### config.mk
export PLATFORM = sky130hd
export DESIGN_NAME = btn_conditioner_flat
export DESIGN_NICKNAME = d
export VERILOG_FILES = /design/src/rtl/btn_if.sv /design/src/rtl/btn_conditioner.sv /design/src/flat_wrapper.sv
export SDC_FILE = /design/constraint.sdc
export NUM_CORES = 1
export LEC_CHECK = 0
export ABC_AREA = 1
export CAP_MARGIN = 25
export CORE_MARGIN = 3
export CORE_UTILIZATION = 45
export DETAILED_ROUTE_END_ITERATION = 6
export SYNTH_ARGS = -nofsm -noshare
export SYNTH_HDL_FRONTEND = slang
export SYNTH_SLANG_ARGS = --single-unit
### constraint.sdc
create_clock -name clk -period 2.4 [get_ports clk]
set_clock_uncertainty 0.05 [all_clocks]
set_input_delay 0.6 -clock clk [delete_from_list [all_inputs] [get_ports clk]]
set_output_delay 0.6 -clock clk [all_outputs]
set_load 0.02 [all_outputs]
### src/rtl/btn_if.sv
// Button conditioner bus: raw lines in, debounced level and event pulses out.
// master = conditioner side, slave = button source / event consumer side.
interface btn_if #(
  parameter int NUM_BTN = 4
);
  logic [NUM_BTN-1:0] btn;
  logic [NUM_BTN-1:0] btn_level;
  logic [NUM_BTN-1:0] press;
  logic [NUM_BTN-1:0] release_pulse;
  logic [NUM_BTN-1:0] long_press;
  logic [NUM_BTN-1:0] repeat_pulse;

  modport master (
    input  btn,
    output btn_level,
    output press,
    output release_pulse,
    output long_press,
    output repeat_pulse
  );

  modport slave (
    output btn,
    input  btn_level,
    input  press,
    input  release_pulse,
    input  long_press,
    input  repeat_pulse
  );
endinterface

### src/rtl/btn_conditioner.sv
// Per-lane push-button conditioning: synchroniser, debounce, edge events,
// long-press detection and auto-repeat while held.
module btn_conditioner #(
  parameter int NUM_BTN      = 4,
  parameter int DEBOUNCE_CYC = 500000,
  parameter int LONG_CYC     = 50000000,
  parameter int REPEAT_CYC   = 5000000,
  parameter int ACTIVE_LOW   = 0
) (
  input logic   clk,
  input logic   rst,
  btn_if.master bus
);
  localparam int DW   = $clog2(DEBOUNCE_CYC + 1);
  localparam int HMAX = (LONG_CYC > REPEAT_CYC) ? LONG_CYC : REPEAT_CYC;
  localparam int HW   = $clog2(HMAX + 1);
  localparam logic INV = (ACTIVE_LOW != 0);

  localparam logic [1:0] IDLE = 2'd0;
  localparam logic [1:0] HOLD = 2'd1;
  localparam logic [1:0] RPT  = 2'd2;

  logic [NUM_BTN-1:0] level_v;
  logic [NUM_BTN-1:0] press_v;
  logic [NUM_BTN-1:0] rel_v;
  logic [NUM_BTN-1:0] long_v;
  logic [NUM_BTN-1:0] rpt_v;

  for (genvar n = 0; n < NUM_BTN; n++) begin : g_lane
    logic          f1;
    logic          f2;
    logic          lvl;
    logic [DW-1:0] dcnt;
    logic [HW-1:0] hcnt;
    logic [1:0]    st;
    logic          press_q;
    logic          rel_q;
    logic          long_q;
    logic          rpt_q;
    logic          s;
    logic          upd;
    logic          rise;
    logic          fall;

    assign s    = f2 ^ INV;
    assign upd  = (s != lvl) && (dcnt == DW'(DEBOUNCE_CYC - 1));
    assign rise = upd & s;
    assign fall = upd & ~s;

    always_ff @(posedge clk) begin
      if (rst) begin
        f1      <= INV;
        f2      <= INV;
        lvl     <= 1'b0;
        dcnt    <= '0;
        hcnt    <= '0;
        st      <= IDLE;
        press_q <= 1'b0;
        rel_q   <= 1'b0;
        long_q  <= 1'b0;
        rpt_q   <= 1'b0;
      end else begin
        f1 <= bus.btn[n];
        f2 <= f1;
        if (s == lvl || upd)
          dcnt <= '0;
        else
          dcnt <= dcnt + DW'(1);
        if (upd)
          lvl <= s;
        press_q <= rise;
        rel_q   <= fall;
        long_q  <= 1'b0;
        rpt_q   <= 1'b0;
        // a falling level overrides any hold timing in the same cycle
        if (fall) begin
          st   <= IDLE;
          hcnt <= '0;
        end else begin
          unique case (st)
            IDLE: begin
              if (rise) begin
                st   <= HOLD;
                hcnt <= HW'(1);
              end
            end
            HOLD: begin
              if (hcnt == HW'(LONG_CYC)) begin
                long_q <= 1'b1;
                hcnt   <= '0;
                st     <= RPT;
              end else begin
                hcnt <= hcnt + HW'(1);
              end
            end
            RPT: begin
              if (hcnt == HW'(REPEAT_CYC - 1)) begin
                rpt_q <= 1'b1;
                hcnt  <= '0;
              end else begin
                hcnt <= hcnt + HW'(1);
              end
            end
            default: begin
              st   <= IDLE;
              hcnt <= '0;
            end
          endcase
        end
      end
    end

    assign level_v[n] = lvl;
    assign press_v[n] = press_q;
    assign rel_v[n]   = rel_q;
    assign long_v[n]  = long_q;
    assign rpt_v[n]   = rpt_q;
  end

  assign bus.btn_level     = level_v;
  assign bus.press         = press_v;
  assign bus.release_pulse = rel_v;
  assign bus.long_press    = long_v;
  assign bus.repeat_pulse  = rpt_v;
endmodule

### src/flat_wrapper.sv
// flat-port wrapper written by rule: the top's interface ports become plain ports
module btn_conditioner_flat 
#(
  parameter int NUM_BTN      = 4,
  parameter int DEBOUNCE_CYC = 500000,
  parameter int LONG_CYC     = 50000000,
  parameter int REPEAT_CYC   = 5000000,
  parameter int ACTIVE_LOW   = 0
)
  (clk, rst, bus_btn, bus_btn_level, bus_press, bus_release_pulse, bus_long_press, bus_repeat_pulse);
  btn_if #(.NUM_BTN(NUM_BTN)) bus_i ();
  input logic clk;
  input logic rst;
  input wire logic [$bits(bus_i.btn)-1:0] bus_btn;
  output wire logic [$bits(bus_i.btn_level)-1:0] bus_btn_level;
  output wire logic [$bits(bus_i.press)-1:0] bus_press;
  output wire logic [$bits(bus_i.release_pulse)-1:0] bus_release_pulse;
  output wire logic [$bits(bus_i.long_press)-1:0] bus_long_press;
  output wire logic [$bits(bus_i.repeat_pulse)-1:0] bus_repeat_pulse;
  assign bus_i.btn = bus_btn;
  assign bus_btn_level = bus_i.btn_level;
  assign bus_press = bus_i.press;
  assign bus_release_pulse = bus_i.release_pulse;
  assign bus_long_press = bus_i.long_press;
  assign bus_repeat_pulse = bus_i.repeat_pulse;
  btn_conditioner #(.NUM_BTN(NUM_BTN), .DEBOUNCE_CYC(DEBOUNCE_CYC), .LONG_CYC(LONG_CYC), .REPEAT_CYC(REPEAT_CYC), .ACTIVE_LOW(ACTIVE_LOW)) u_core (.clk(clk), .rst(rst), .bus(bus_i));
endmodule
==> key figures, run 1 <==
Synthesis
  • Synth area leaders: dfxtp_1 33%, nand2_1 16%, inv_1 8.9%
  • Synthesis Warnings: 0
  • Synthesized Nets: 2109
  • Top-area cell type share of the netlist area: 33.2%
  • #FFs+latches synth: 216
  • Gate Count Post-Synth: 2087
  • Synth unique cells: 44
  • Synthesized area: 13000 um2
  • Post-synth top area cell: dfxtp_1
  • Register area share after synthesis: 33.2%
  • Synth Area per Inst: 6.25 um2

Timing
  • Period Utilization, post-route: 94.9%
  • Hold_ws: 0.351 ns
  • Crit path time final: 2.28 ns
  • Final setup fails: 0
  • Worst slew pin tran: 0.533 ns
  • RSZ-0062 raised after global routing: false
  • Relative slew margins: 64.1%
  • Hold Vio Cnt, Final: 0
  • Maximum clock rate: 439 MHz
  • Final Max Tran Viols: 0
  • Setup TNS: 0 ns

Routing
  • Uppermost layer routed: met4
  • WL per Instance: 13.0 um
  • Via density: 5.02
  • WL met3: 1510 um
  • Met1 WL: 16100 um
  • DR vias: 12600
  • DRC Markers: 0
  • Detail Route met2 WL: 14500 um
  • Drt first pass iters: 5
  • Post-route ant nets: 0
  • 1st-iter DRT viols: 873
  • Final WL: 32700 um

Power and ir drop
  • Leak: 6.29 nW
  • Logic pwr share: 1.5%
  • Power share of the sequential group: 43.5%
  • Switch Pwr: 1.74 mW
  • Worst IR Drop VDD: 0.457 mV
  • Sw Ratio: 21.1%
  • Pwr Density: 564 nW/um2
  • Clock power frac: 55.0%
  • Power Internal: 6.53 mW
  • Power Total: 8.27 mW

Critical path
  • R2R Setup Slk: 0.25 ns
  • Crit-path slowest cell: clkdlybuf4s50_1
  • CP Buf/Inv Count: 1
  • CP endpoint: bus_btn_level[3]
  • Crit-path max FO: 4
  • CP peak stage delay: 0.66 ns
  • FF-to-FF End: u_core.g_lane[3].hcnt[10]
  • Crit. path cell count: 1
  • CP Data Required Time: 1.75 ns
  • CP Cell Sequence: clkdlybuf4s50_1
  • Startpoint Class: register
  • Worst Path Arrival: 1.63 ns
  • Reg2Reg Depth: 12
  • CP startpoint: u_core.g_lane[3].lvl
  • Worst setup EP type: output pin
  • CP Class: register to output pin
  • Worst reg2reg startpoint: u_core.g_lane[3].hcnt[0]
  • CP top delay family: buffers and inverters

Cells and area
  • Fillers: 2901
  • Finished Layout Cells: 2518
  • Final instance area: 14700 um2
  • Layout cells sized above 1: 7.29%
  • Nets@finish: 2141
  • Register Area: 4320 um2
  • Synth-to-layout area growth: 12.6%
  • Antenna Cells: 0
  • Most frequent cells in the layout: 541 x nand2_1, 309 x inv_1, 298 x nor2_1, 224 x nand3_1, 216 x dfxtp_1
  • Commonest non-fill, non-tap cell in the layout: nand2_1
  • Area of the multi-input gates: 7120 um2

Global routing
  • Initial antenna violation count: 0
  • Largest net degree at the start of global routing: 22
  • First-pass GRT wire length: 56000 um
  • Grt total ovfl: 0
  • Vias in the first global route: 11800
  • Total track usage: 21.2%

Floorplanning
  • Total core area: 28200 um2
  • Row Count: 61
  • Die area: 31000 um2
  • Die H: 176 um
  • Die X: 176 um
  • Initial core utilization: 46.3%
  • # IOs: 26

Clock tree
  • CTS buffer count: 27
  • Reg clk slew, reported paths: 0.06 ns
  • Clock tree sinks: 216
  • Clock latency on the worst-skew pair: 0.54 ns
  • H-tree Lvls: 1
  • Hold_buf cts: 0
  • CTS Buffer Depth: 3
  • Number of gates resized after cts: 0
  • Setup Buffers After CTS: 0
  • CTS tree: yes
  • Clk root buf: clkbuf_16

Place
  • IO Port Bufs: 25
  • GP Congestion: 0.925
  • Placed cell count: 2468
  • Final HPWL DP: 24300 um
  • Post-DP Area: 13700 um2

Worst hold path
  • Hold WC Path Type: register to register
  • Hold path cells: 2

Outcome
  • Status: completed

Run
  • Max-Cap Viols: 0
==> power groups by stage <==
stage	Clock (mW)	Sequential, mW	Combinational, mW
floorplan	0	3.68	0.0736
finish	4.55	3.60	0.120
global route	4.81	3.60	0.135
detailed placement	0	3.68	0.121
CTS	4.65	3.60	0.121
global placement	0	3.68	0.119
==> cell usage after synthesis, drive strengths merged <==
cell type / instances
nor2b: 1
clkbuf: 9
nor2: 315
o211ai: 7
a21o: 2
o21a: 7
nand3: 229
and2: 3
a31oi: 4
nand3b: 7
xnor2: 9
buf: 49
nand4: 60
nor3b: 4
o21ai: 52
o31ai: 1
ha: 16
a21oi: 76
nor4: 6
and3: 1
o21bai: 2
inv: 320
or3: 1
dfxtp: 216
nand2: 557
xor2: 50
or2: 7
clkinv: 1
nor3: 75
==> layer usage <==
metal | vias to the layer above | global-route usage (%)
li1 | 6660 | -
met1 | 5651 | 29.8
met2 | 267 | 34.3
met4 | 0 | 5.64
met3 | 50 | 2.65
met5 | - | 0
==> through the flow <==
| stage | util (%) | setup slack (ns) |
|---|---|---|
| 6_report | 52.1 | 0.123 |
| 5_1_grt | 52.1 | 0.0628 |
| 4_1_cts | 52.1 | 0.0949 |
| 3_5_place_dp | 48.5 | 0.161 |
| 3_3_place_gp | 48.5 | 0.170 |
| 2_1_floorplan | - | 0.745 |
==> kinds of logic after synthesis <==
kind of cell / Yosys count / synth area share (%)
AOI/OAI and AO/OA: 151 / 6.34
xor gates and xnor gates: 59 / 3.96
adders and majority gates: 16 / 1.54
buffers and inverters: 379 / 12.2
DFF: 216 / 33.2
and+or+nand+nor: 1266 / 42.7
==> worst min path at each step <==
stage,from,to,slack (ns)
finish,u_core.g_lane[0].f1,u_core.g_lane[0].f2,0.35
CTS,u_core.g_lane[0].f1,u_core.g_lane[0].f2,0.35
detailed placement,u_core.g_lane[1].f1,u_core.g_lane[1].f2,0.35
global placement,u_core.g_lane[1].f1,u_core.g_lane[1].f2,0.34
floorplan,u_core.g_lane[0].f1,u_core.g_lane[0].f2,0.34
global route,u_core.g_lane[0].f1,u_core.g_lane[0].f2,0.39
==> state kept, by name (all words and copies together) (netlist names) <==
signal                 count
u_core.g_lane.f2           4
u_core.g_lane.f1           4
u_core.g_lane.rpt_q        4
u_core.g_lane.long_q       4
u_core.g_lane.press_q      4
u_core.g_lane.lvl          4
u_core.g_lane.st           8
u_core.g_lane.dcnt        76
u_core.g_lane.rel_q        4
u_core.g_lane.hcnt       104
==> final cells by class <==
class / instances / share of cell area (%)
Clock inverter: 16 / 1.68
Sequential cell: 216 / 29.5
Timing Repair Buffer: 61 / 3.72
Tap cell: 378 / 3.22
Multi-Input combinational cell: 1492 / 48.5
Inverter: 321 / 8.21
Clock buffer: 34 / 5.19
(Power assumes the default switching activity.)
==> run 2: changes to the inputs <==
- CORE_MARGIN: 3 -> 1.5
- clock period: 2.4 -> 2.6 ns (I/O delays scaled with it)
==> run 2 against run 1 <==
  * Via count down 0.36%
  * Sequential share of layout area up 0.47 points
  * Register-to-register slack better by 0.19 ns
  * Global-route usage up 0.19 points
  * Critical endpoint is now bus_btn_level[2]
  * Largest cell class unchanged
==> key figures, run 2 (synthesis results as in run 1) <==
Outcome
  • Status: completed

Cells and area
  • Final instance area: 14400 um2 (-1.6%)
  • Finished Layout Cells: 2509 (-0.36%)
  • Layout cells sized above 1: 6.59% (-0.70 points)
  • Antenna Cells: 0 (unchanged)
  • Largest regs: u_core.g_lane.hcnt: 104 flops, u_core.g_lane.dcnt: 76 flops, u_core.g_lane.st: 8 flops
  • Register Area: 4320 um2 (unchanged)
  • Synth-to-layout area growth: 10.8%
  • Fillers: 2938 (+1.3%)
  • Area of the multi-input gates: 7120 um2 (unchanged)
  • Nets@finish: 2128 (-0.61%)
  • Commonest non-fill, non-tap cell in the layout: nand2_1
  • Most flop-heavy register: u_core.g_lane.hcnt
  • Most frequent cells in the layout: 541 x nand2_1, 309 x inv_1, 298 x nor2_1, 224 x nand3_1, 216 x dfxtp_1
  • Max reg flops: 104 (unchanged)

Timing
  • Crit path time final: 2.26 ns
  • RSZ-0062 raised after global routing: false
  • Hold Vio Cnt, Final: 0 (unchanged)
  • Worst slew pin tran: 0.531 ns (-0.00241 ns)
  • Setup TNS: 0 ns (unchanged)
  • Final setup fails: 0 (unchanged)
  • Worst Slack Setup Final: 0.341 ns (+0.218 ns)
  • Maximum clock rate: 443 MHz
  • Period Utilization, post-route: 86.9%
  • Final Max Tran Viols: 0 (unchanged)
  • Relative slew margins: 64.5% (+0.41 points)

Clock tree
  • Number of gates resized after cts: 0 (unchanged)
  • Clock latency on the worst-skew pair: 0.54 ns (about the same)
  • CTS buffer count: 26 (-3.7%)
  • CTS Buffer Depth: 3 (unchanged)
  • Clk root buf: clkbuf_16
  • H-tree Lvls: 1 (unchanged)
  • Setup Buffers After CTS: 0 (unchanged)
  • Clock tree sinks: 216 (unchanged)
  • Hold_buf cts: 0 (unchanged)
  • CTS tree: yes
  • Reg clk slew, reported paths: 0.06 ns (about the same)

Global routing
  • Vias in the first global route: 11600 (-1.9%)
  • Largest net degree at the start of global routing: 22 (unchanged)
  • Initial antenna violation count: 0 (unchanged)
  • Grt total ovfl: 0 (unchanged)
  • First-pass GRT wire length: 54600 um (-2.4%)
  • Total track usage: 21.4% (+0.19 points)

Routing
  • 1st-iter DRT viols: 813 (-6.9%)
  • Final WL: 32100 um (-1.8%)
  • DR vias: 12600 (-0.36%)
  • Via density: 5.01 (about the same)
  • Post-route ant nets: 0 (unchanged)
  • Drt first pass iters: 5 (unchanged)
  • WL per Instance: 12.8 um (-1.5%)
  • DRC Markers: 0 (unchanged)

Power and ir drop
  • Logic pwr share: 1.4% (about the same)
  • Clock power frac: 52.0% (-3.0 points)
  • Worst IR Drop VDD: 0.562 mV (+23%)
  • Power share of the sequential group: 46.6% (+3.1 points)
  • Pwr Density: 493 nW/um2 (-12%)
  • Leak: 6.15 nW (-2.2%)
  • Power Internal: 5.57 mW (-15%)
  • Switch Pwr: 1.56 mW (-11%)
  • Power Total: 7.12 mW (-14%)
  • Sw Ratio: 21.8% (+0.75 points)

Critical path
  • Reg2Reg Depth: 11 (-1)
  • CP Cell Sequence: clkdlybuf4s50_1
  • CP Class: register to output pin
  • Worst setup EP type: output pin
  • CP top delay family: buffers and inverters
  • Startpoint Class: register
  • Worst Path Arrival: 1.56 ns (-0.07 ns)
  • Worst reg2reg startpoint: u_core.g_lane[0].dcnt[0]
  • FF-to-FF End: u_core.g_lane[0].hcnt[13]
  • Crit-path max FO: 3 (-1)
  • Crit-path slowest cell: clkdlybuf4s50_1
  • CP Data Required Time: 1.90 ns (+0.15 ns)
  • CP peak stage delay: 0.67 ns (about the same)
  • R2R Setup Slk: 0.44 ns (+0.19 ns)
  • CP Buf/Inv Count: 1 (unchanged)

Floorplanning
  • Row Count: 62 (+1.6%)
  • Total core area: 28600 um2 (+1.6%)
  • Die area: 30000 um2 (-3.4%)
  • # IOs: 26 (unchanged)
  • Die X: 173 um (-1.7%)
  • Initial core utilization: 45.5% (-0.75 points)
  • Die H: 173 um (-1.7%)

Worst hold path
  • Hold endpoint: u_core.g_lane[1].f2
  • Hold path cells: 2 (unchanged)
  • Hold Crit Start: u_core.g_lane[1].f1
  • Hold WC Path Type: register to register

Place
  • Final HPWL DP: 23900 um (-1.4%)
  • GP Congestion: 0.905 (-2.2%)
  • Post-DP Area: 13600 um2 (-0.79%)
  • IO Port Bufs: 25 (unchanged)
  • Setup WS pre-CTS: 0.190 ns (+0.0294 ns)
  • Placed cell count: 2462 (-0.24%)

Run
  • Max-Cap Viols: 0 (unchanged)
-- run 2: cell types whose count changed in the layout (fill, tap and decap cells not counted), sizes merged --
cell and delta:
clkinvlp +2, buf -12, clkbuf -3, bufinv -3, inv -1, clkinv +2
-- run 2: final cells by class --
| type | count | area share [%] |
|---|---|---|
| Multi-Input combinational cell | 1492 | 49.3 |
| Tap cell | 384 | 3.33 |
| Clock inverter | 16 | 1.27 |
| Sequential cell | 216 | 29.9 |
| Timing Repair Buffer | 49 | 2.98 |
| Clock buffer | 31 | 4.84 |
| Inverter | 321 | 8.34 |
-- run 2: power groups by stage --
stage	combinational (mW)	sequential (mW)	clock (mW)
floorplan	0.0680	3.39	0
global placement	0.0989	3.39	0
detailed placement	0.100	3.39	0
CTS	0.101	3.32	3.81
global route	0.113	3.32	3.95
finish	0.0981	3.32	3.71
-- run 2: worst max path at each step --
stage	end	cells past startpoint	slack [ns]	from
final	bus_btn_level[2]	1	0.34	u_core.g_lane[2].lvl
after global routing	u_core.g_lane[0].hcnt[13]	11	0.18	u_core.g_lane[0].dcnt[0]
after CTS	bus_btn_level[3]	1	0.30	u_core.g_lane[3].lvl
after detailed placement	u_core.g_lane[3].hcnt[2]	6	0.19	rst
after global placement	u_core.g_lane[3].hcnt[10]	6	0.19	rst
after floorplan	u_core.g_lane[0].hcnt[19]	11	0.94	u_core.g_lane[0].dcnt[0]
-- run 2: worst register-to-register path: stages, from the launching register on --
cell and delay (ns):
dfxtp_1 0.35, ha_1 0.18, nand2_1 0.08, inv_2 0.06, nand2_2 0.06, nor3_4 0.23, nand3_2 0.19, nand2_2 0.26
buf_4 0.26, nand2_1 0.09, o21ai_0 0.18, nor2_1 0.06
-- run 2: per-stage QoR --
| step | util [%] | hold WS [ns] |
|---|---|---|
| 4_1_cts | 50.4 | 0.352 |
| 3_3_place_gp | 47.4 | 0.339 |
| 6_report | 50.4 | 0.352 |
| 3_5_place_dp | 47.4 | 0.345 |
| 2_1_floorplan | - | 0.338 |
| 5_1_grt | 50.4 | 0.370 |
-- run 2: routing by layer --
layer,routed length (um),GRT usage [%],up-vias
li1,-,-,6630
met1,15300,28.4,5657
met2,14800,36.6,232
met3,1200,2.79,63
met4,766,5.47,0
met5,0,0,-
